**config.mk**
```make
export PLATFORM = sky130hd
export DESIGN_NAME = rtc_main_sequencer
export DESIGN_NICKNAME = d
export VERILOG_FILES = /design/src/rtl/rtc_ctrl_pkg.sv /design/src/rtl/rtc_prio_sel.sv /design/src/rtl/rtc_main_sequencer.sv
export SDC_FILE = /design/constraint.sdc
export NUM_CORES = 1
export LEC_CHECK = 0
export ABC_AREA = 0
export ABC_CLOCK_PERIOD_IN_PS = 1950
export CAP_MARGIN = 10
export CORE_ASPECT_RATIO = 2
export CORE_UTILIZATION = 46
export CTS_CLUSTER_DIAMETER = 30
export CTS_CLUSTER_SIZE = 10
export DETAILED_ROUTE_END_ITERATION = 10
export MAX_ROUTING_LAYER = met4
export PLACE_DENSITY = 0.72
export SETUP_SLACK_MARGIN = 0.1
export SKIP_CTS_REPAIR_TIMING = 1
export SYNTH_ARGS = -nofsm -noshare
export SYNTH_HDL_FRONTEND = slang
export SYNTH_SLANG_ARGS = --single-unit
```
**constraint.sdc**
```tcl
create_clock -name CLK -period 1.95 [get_ports CLK]
set_input_delay 0.39 -clock CLK [delete_from_list [all_inputs] [get_ports CLK]]
set_output_delay 0.39 -clock CLK [all_outputs]
set_load 0.02 [all_outputs]
```
**src/rtl/rtc_ctrl_pkg.sv**
```systemverilog
// Shared definitions for the RTC control sequencer: state encoding and default timing.
package rtc_ctrl_pkg;

  localparam int ST_W         = 3;
  localparam int POLL_DIV_DEF = 16;
  localparam int TO_LIMIT_DEF = 200;

  typedef enum logic [ST_W-1:0] {
    ST_INIT  = 3'd0,
    ST_IDLE  = 3'd1,
    ST_READ  = 3'd2,
    ST_CHK   = 3'd3,
    ST_WRITE = 3'd4,
    ST_USER  = 3'd5
  } state_t;

  // Phases that wait on a sub-FSM and so are guarded by the watchdog.
  function automatic logic is_watched(input state_t st);
    return (st == ST_INIT) || (st == ST_READ) || (st == ST_WRITE);
  endfunction

endpackage

```
**src/rtl/rtc_prio_sel.sv**
```systemverilog
// Fixed-priority one-hot encoder: grants the lowest-index asserted request.
module rtc_prio_sel #(
  parameter int N = 3
) (
  input  logic [N-1:0] req,
  output logic [N-1:0] grant
);

  // seen[i] is high when any request below index i is asserted.
  logic [N-1:0] seen;

  assign seen[0] = 1'b0;

  for (genvar gi = 0; gi < N; gi++) begin : g_grant
    assign grant[gi] = req[gi] & ~seen[gi];
    if (gi < N - 1) begin : g_chain
      assign seen[gi+1] = seen[gi] | req[gi];
    end
  end

endmodule

```
**src/rtl/rtc_main_sequencer.sv**
```systemverilog
// RTC top-level sequencer: init, periodic read-back, and arbitration of user
// requests into write/user-edit phases, with a per-phase watchdog.
module rtc_main_sequencer
  import rtc_ctrl_pkg::*;
#(
  parameter int N_REQ    = 3,
  parameter int POLL_DIV = POLL_DIV_DEF,
  parameter int TO_W     = 8,
  parameter int TO_LIMIT = TO_LIMIT_DEF
) (
  input  logic             CLK,
  input  logic             reset,
  input  logic             fin_init,
  input  logic             fin_read,
  input  logic             fin_write,
  input  logic             fin_user,
  input  logic [N_REQ-1:0] req,
  output logic             start_init,
  output logic             start_read,
  output logic             start_write,
  output logic             user_mode,
  output logic [N_REQ-1:0] sel,
  output logic             busy,
  output logic             timeout_err,
  output logic [ST_W-1:0]  state_dbg
);

  localparam int PW = (POLL_DIV > 1) ? $clog2(POLL_DIV) : 1;

  state_t           state_reg, state_next;
  logic             entry_reg;
  logic [PW-1:0]    poll_reg;
  logic [TO_W-1:0]  wd_reg;
  logic [N_REQ-1:0] sel_reg;
  logic             err_reg;
  logic             start_init_reg, start_read_reg, start_write_reg;

  logic [N_REQ-1:0] grant;
  logic             fin_cur;
  logic             wd_expire;
  logic             entering;

  rtc_prio_sel #(.N(N_REQ)) u_prio (
    .req   (req),
    .grant (grant)
  );

  always_comb begin
    fin_cur = 1'b0;
    case (state_reg)
      ST_INIT:  fin_cur = fin_init;
      ST_READ:  fin_cur = fin_read;
      ST_WRITE: fin_cur = fin_write;
      default:  fin_cur = 1'b0;
    endcase
  end

  // A done flag arriving in the final allowed cycle beats the timeout.
  assign wd_expire = !entry_reg && is_watched(state_reg) && !fin_cur &&
                     (wd_reg == TO_W'(TO_LIMIT - 1));

  always_comb begin
    state_next = state_reg;
    if (!entry_reg) begin
      case (state_reg)
        ST_INIT:  if (fin_init) state_next = ST_IDLE;
        ST_IDLE:  if (poll_reg == PW'(POLL_DIV - 1)) state_next = ST_READ;
        ST_READ:  if (fin_read) state_next = ST_CHK;
                  else if (wd_expire) state_next = ST_INIT;
        ST_CHK:   state_next = (|req) ? ST_WRITE : ST_IDLE;
        ST_WRITE: if (fin_write) state_next = ST_USER;
                  else if (wd_expire) state_next = ST_INIT;
        ST_USER:  if (fin_user || !(|(req & sel_reg))) state_next = ST_IDLE;
        default:  state_next = ST_INIT;
      endcase
    end
  end

  // The post-reset entry flag and an INIT timeout both count as entries
  // even though the state encoding does not change.
  assign entering = entry_reg || wd_expire || (state_next != state_reg);

  always_ff @(posedge CLK) begin
    if (reset) begin
      state_reg       <= ST_INIT;
      entry_reg       <= 1'b1;
      poll_reg        <= '0;
      wd_reg          <= '0;
      sel_reg         <= '0;
      err_reg         <= 1'b0;
      start_init_reg  <= 1'b0;
      start_read_reg  <= 1'b0;
      start_write_reg <= 1'b0;
    end else begin
      state_reg       <= state_next;
      entry_reg       <= 1'b0;
      start_init_reg  <= entering && (state_next == ST_INIT);
      start_read_reg  <= entering && (state_next == ST_READ);
      start_write_reg <= entering && (state_next == ST_WRITE);

      if (entering || state_reg != ST_IDLE) poll_reg <= '0;
      else                                   poll_reg <= poll_reg + PW'(1);

      if (entering || !is_watched(state_reg)) wd_reg <= '0;
      else                                    wd_reg <= wd_reg + TO_W'(1);

      if (state_reg == ST_CHK)
        sel_reg <= grant;
      else if (state_next == ST_INIT || state_next == ST_IDLE)
        sel_reg <= '0;

      if (wd_expire) err_reg <= 1'b1;
    end
  end

  assign start_init  = start_init_reg;
  assign start_read  = start_read_reg;
  assign start_write = start_write_reg;
  assign user_mode   = (state_reg == ST_USER);
  assign sel         = sel_reg;
  assign busy        = (state_reg != ST_IDLE);
  assign timeout_err = err_reg;
  assign state_dbg   = state_reg;

endmodule

```
---- Yosys cells after proc, flatten, opt, wreduce, memory -nomap -nowiden ----
Cells that the tools add are included.
word-level totals
  flip-flop bits (word level) ............. 23
  output and inout port bits .............. 12
  logic and storage cells ................. 67
  input port bits ......................... 9
cells by class
  $add $sub $neg .......................... 2
  equality and inequality tests ........... 12
  muxes and demuxes ....................... 13
  reductions and logical operators ........ 25
  bitwise gates (word level) .............. 6
operator list
  operator                                                count
  two-way mux 3 bit                                       10
  one-hot mux 3 bit (6 select lines)                      1
  equality test 3 x 2 -> 1 bit (second input constant)    3
  equality test 3 bit (second input constant)             3
  adder 8 x 1 -> 8 bit (second input constant)            1
  equality test 8 bit (second input constant)             1
  logical OR 1 bit                                        8
  equality test 3 x 1 -> 1 bit (second input constant)    2
  logical AND 1 bit                                       6
  logical NOT 3 bit                                       2
  OR reduction 3 bit                                      2
  adder 4 x 1 -> 4 bit (second input constant)            1
  equality test 4 bit (second input constant)             1
  logical NOT 1 bit                                       4
  OR reduction 2 bit                                      2
  bitwise AND 3 bit                                       1
  inequality test 3 x 1 -> 1 bit (second input constant)  1
  inequality test 3 bit                                   1
  one-hot mux 1 bit (3 select lines)                      1
  bitwise AND 1 bit                                       2
  inverter 1 bit                                          2
  nonzero test 2 bit                                      1
  two-way mux 1 bit                                       1
  bitwise OR 1 bit                                        1

---- Depth between registers and ports, before layout ----
  depth in word-level cells ............... 14
  depth in mapped cells ................... 8
  mapped depth without buffers ............ 7

---- By module ----
From an unflattened synthesis, not the netlist that was laid out.
second synthesis, totals
  cell total of the unflattened synthesis .. 132
  area, all modules ....................... 1181.1 µm²
by module, submodules not included
  module              sequential area each (µm²)  times used  cells each  area an instance (µm²)
  rtc_main_sequencer  460.4                       1           129         1154.9
  rtc_prio_sel        0.0                         1           3           26.3

---- Worst setup path before layout ----
No wires, ideal clock.
  path type ............................... register to register
  from .................................... register state_reg[2] (netlist: state_dbg[2])
  to ...................................... register wd_reg[2]
  clock period less this slack ............ 2.084 ns
  data required time ...................... 1.862 ns
  buffers on the path ..................... 2
  stages on the path, launching flop included .. 9
  arrival ................................. 1.996 ns
  setup time .............................. 0.088 ns
  setup slack ............................. -0.134 ns
  cells stage by stage .................... dfxtp_1 > buf_4 > inv_1 > nand3_1 > nor2_1 > a2111oi_2 > nand3_2 > buf_6 > nor4_4
between the ends
  cells in the longest elaborated chain, start to end .. 14
  elaborated cells on any way between the ends .. 27
  those cells by class .................... eq/ne: 6; mux: 9; reduce/logical: 12
RTL lines
  element                                                                                      line                       text
  start, declared                                                                              rtc_main_sequencer.sv:30   state_t state_reg, state_next;
  start signal, assigned                                                                       rtc_main_sequencer.sv:95   state_reg <= state_next;
  parallel branches: the longest is 12 deep, another holds one-hot mux 3 bit (6 select lines)  n/a
  logical OR 1 bit (*)                                                                         rtc_main_sequencer.sv:104  if (entering || !is_watched(state_reg)) wd_reg <= '0;
  OR reduction 2 bit (no source line) (*)                                                      n/a
  end signal, assigned                                                                         rtc_main_sequencer.sv:105  else wd_reg <= wd_reg + TO_W'(1);
  end, declared                                                                                rtc_main_sequencer.sv:33   logic [TO_W-1:0] wd_reg;
Mark *: on every way between the ends.
A chain may end at the register's enable or synchronous reset.

---- Worst setup path in the final report ----
  from .................................... register sel_reg[1] (netlist: sel[1])
  to ...................................... register start_write_reg (netlist: start_write)
between the ends
  cells in the longest elaborated chain, start to end .. 10
  elaborated cells on any way between the ends .. 11
  those cells by class .................... eq/ne: 2; mux: 3; bitwise: 1; reduce/logical: 5
RTL lines
  element                                 line                       text
  start, declared                         rtc_main_sequencer.sv:34   logic [N_REQ-1:0] sel_reg;
  start signal, assigned                  rtc_main_sequencer.sv:108  sel_reg <= grant;
  bitwise AND 3 bit (*)                   rtc_main_sequencer.sv:73   ST_USER: if (fin_user || !(|(req & sel_reg))) state_next = ST_IDLE;
  OR reduction 3 bit (*)                  rtc_main_sequencer.sv:73
  logical NOT 1 bit (*)                   rtc_main_sequencer.sv:73
  logical OR 1 bit (*)                    rtc_main_sequencer.sv:73
  two-way mux 3 bit (*)                   rtc_main_sequencer.sv:73
  one-hot mux 3 bit (6 select lines) (*)  rtc_main_sequencer.sv:65   case (state_reg)
  two-way mux 3 bit (*)                   rtc_main_sequencer.sv:64   if (!entry_reg) begin
  inequality test 3 bit                   rtc_main_sequencer.sv:81   assign entering = entry_reg || wd_expire || (state_next != state_reg);
  logical OR 1 bit                        rtc_main_sequencer.sv:81
  logical AND 1 bit (*)                   rtc_main_sequencer.sv:99   start_write_reg <= entering && (state_next == ST_WRITE);
  end signal, assigned                    rtc_main_sequencer.sv:99
  end, declared                           rtc_main_sequencer.sv:36   logic start_init_reg, start_read_reg, start_write_reg;
Every way passes the cells marked *; elsewhere a longest branch is shown, timed or not.

==> results.toml <==
[min_path]
timing.hold.worst.start = "timeout_err$_SDFFE_PP0P_"
holdCritPathClass = "flip-flop to flip-flop"

[timing]
post-route-worst-setup-slack_ns = -0.0124
fmax_mhz = 510
slew_headroom = 0.779
hold_violations = 0
max_slew.worst_pin.slew_ns = 0.326
finalHoldWorstSlack_ns = 0.453
fin_setup_tns_ns = -0.0288
final.setup_skew_ns = 0.00519
final-max-slew-violation-count = 0
finalWorstPathRequiredPeriod_ns = 1.96
grt_setup_unrepaired = "true"
final-setup-viol-count = 3
fin_crit_sh = 1.01

[placement]
placed_cells = 186
place_congestion = 0.809
hpwlAfterDp_mm = 2.37
portBuffers = 20

[worst_setup_path]
critPathArrivalTime_ns = 2.17
worstSetupPathType = "flip-flop to flip-flop"
cp-start-kind = "flip-flop"
crit_path_top_delay_cell = "sky130_fd_sc_hd__a2111oi_4"
crit_path_end_kind = "flip-flop"
critPathMaxStageDelay_ns = 0.41
crit_fanout = 11
crit-reg2reg-launch = "sel[1]$_SDFFE_PP0P_"
cp.required_ns = 2.15
worstPathCellList = "a222oi_1, buf_4, o32ai_4, a2111oi_4, a2111oi_4, nand3_2, buf_8, and3_1"
worstSetupStartpoint = "sel[1]$_SDFFE_PP0P_"
crit_path_frequent_cell = "sky130_fd_sc_hd__a2111oi_4"

[yosys]
ys_top_cells_by_area = "sky130_fd_sc_hd__dfxtp_1, sky130_fd_sc_hd__nor4_2, sky130_fd_sc_hd__nor3_2"
ys_async_sr_fraction = 0
synth_seq_cells = 23
synth.yosys.warnings = 0
synth_area_per_cell_sq_um = 9.74
synth_edf_count = 0
ys_seq_area_frac = 0.375
yosys.area.top_type_share = 0.375
postSynth.topFlopCell = "sky130_fd_sc_hd__dfxtp_1"
synthesized_netlist_net_count = 137
synth_area_sq_um = 1230
synth_cell_types = 41
netlist.top_cell.by_area = "sky130_fd_sc_hd__dfxtp_1"
synthCells = 126

[clock_tree]
cts-buffers-inserted = 3
cts-htree-levels = 1
clock_sink_count = 23
clock_tree_from_tritoncts = "done"
clock_tree.buffer_depth = 2
cts-root-buf = "sky130_fd_sc_hd__clkbuf_8"
clk_pin_slew_ns = 0.08
clk-insertion-delay-late_ns = 0.26

[drt]
drt_pass_1_iters = 4
route.vias.total = 1105
postRouteAntennaNets = 0
topRoutingLayerUsed = "met4"
wirelength_met1_mm = 1.09
postRouteWirelength_mm = 3.13
number_of_drc_violations_after_detailed_routing = 0
drt-wirelength-per-cell_um = 16.1
met3RoutedLength_um = 43
detailroute.wirelength.met2_mm = 1.93
via_per_inst = 5.70
first_iter_violations = 20

[global_routing]
first_global_vias = 1092
grt_first_pass_wirelength_mm = 4.59
pin_count_of_the_biggest_net_entering_global_routing = 20
antenna_found_initial = 0
gr-usage-all-layers = 0.228
grt_overflow = 0

[floorplanning]
placeableCoreArea_sq_um = 2540
initial_core_util = 0.484
floorplan.die.height_um = 75.1
fp-row-count = 26
fp.dieW_um = 38.5
die_area_sq_um = 2890
floorplan.io_pins = 21

[power]
power_density_nw_per_um2 = 497
leakagePower_nw = 0.766
vdd.ir_drop.worst_mv = 0.357
power_mw = 0.915

[run_status]
failed_checks = "negative setup slack"
outcome = "finished, violations left"

[finish]
drive_above_1_share = 0.392
insertedDiodeCount = 0
postLayoutCoreUtil = 0.725
ff_latch_area_sq_um = 473
layout.cells.most_common = "sky130_fd_sc_hd__buf_4"
final_cells = 194
layout.cells.most_common_list = "sky130_fd_sc_hd__buf_4, sky130_fd_sc_hd__dfxtp_1, sky130_fd_sc_hd__clkdlybuf4s50_1, sky130_fd_sc_hd__dlymetal6s2s_1, sky130_fd_sc_hd__inv_1"
layout.filler_cells = 174
flip_flop_count_of_the_largest_register_after_layout = 8
final_net_count = 178
area_delta_synth_final_pct = 49.9
area_taken_by_multi_input_logic_gates_sq_um = 831

[flow_run]
drv.max_cap_violation_count = 0
metrics by stage:
stage / instance area [sq um] / setup slack (ns)
after global routing: 1840 / -0.0746
final: 1840 / -0.0124
after global placement: 1610 / -0.574
after floorplan: 1280 / 0.104
after CTS: 1660 / -0.416
after detailed placement: 1610 / -0.689
cells in the mapped netlist, drive strengths merged, types with 2 or more instances:
cell and count:
nor2b 4, a2111oi 3, clkbuf 3, and3 5, ha 2, dfxtp 23, o32ai 2, nand2b 3
nand3b 6, o21ai 3, xor2 5, nand2 3, nor2 6, a21oi 5, nor4 8, o22ai 2
inv 9, xnor2 3, buf 4, nand3 9, nor3 7
final timing paths:
path	to	slack, ns	cells past startpoint
max reg2reg	start_write$_SDFF_PP0_	-0.01	8
min reg2reg	timeout_err$_SDFFE_PP0P_	0.45	2
min	timeout_err$_SDFFE_PP0P_	0.45	2
max	start_write$_SDFF_PP0_	-0.01	8
cell families after synthesis:
| group | count (synthesis) | synth area share |
|---|---|---|
| flops | 23 | 0.375 |
| xor+xnor | 8 | 0.0571 |
| mux | 1 | 0.00917 |
| compound gates | 21 | 0.137 |
| fa+ha+maj | 2 | 0.0204 |
| simple gates | 55 | 0.337 |
| buf+inv | 16 | 0.0642 |
routing by layer:
layer,GRT usage,vias to the layer above
met4,0.0920,0
met3,0.0206,6
met5,-,-
met1,0.199,540
met2,0.454,19
li1,-,540
report_power, final:
| part | internal, mW | switching, mW | leakage, nW | total, mW |
|---|---|---|---|---|
| registers | 0.476 | 0.00781 | 0.190 | 0.484 |
| logic | 0.0648 | 0.0836 | 0.553 | 0.148 |
| clock network | 0.146 | 0.137 | 0.0228 | 0.283 |
area by class of cell:
cell class | count | area share
inverters | 9 | 0.0204
multi-input cells | 87 | 0.451
repair buffers | 43 | 0.228
flip-flops and latches | 23 | 0.257
well taps | 28 | 0.0190
clock buffers | 4 | 0.0245
critical path: cells and delay by family, from the launching register on:
| kind | cells | cell delay (ns) |
|---|---|---|
| flops | 1 | 0.34 |
| compound gates | 4 | 0.94 |
| buf+inv | 2 | 0.35 |
| simple gates | 2 | 0.27 |
No activity file was read; power rests on OpenSTA's default activity.
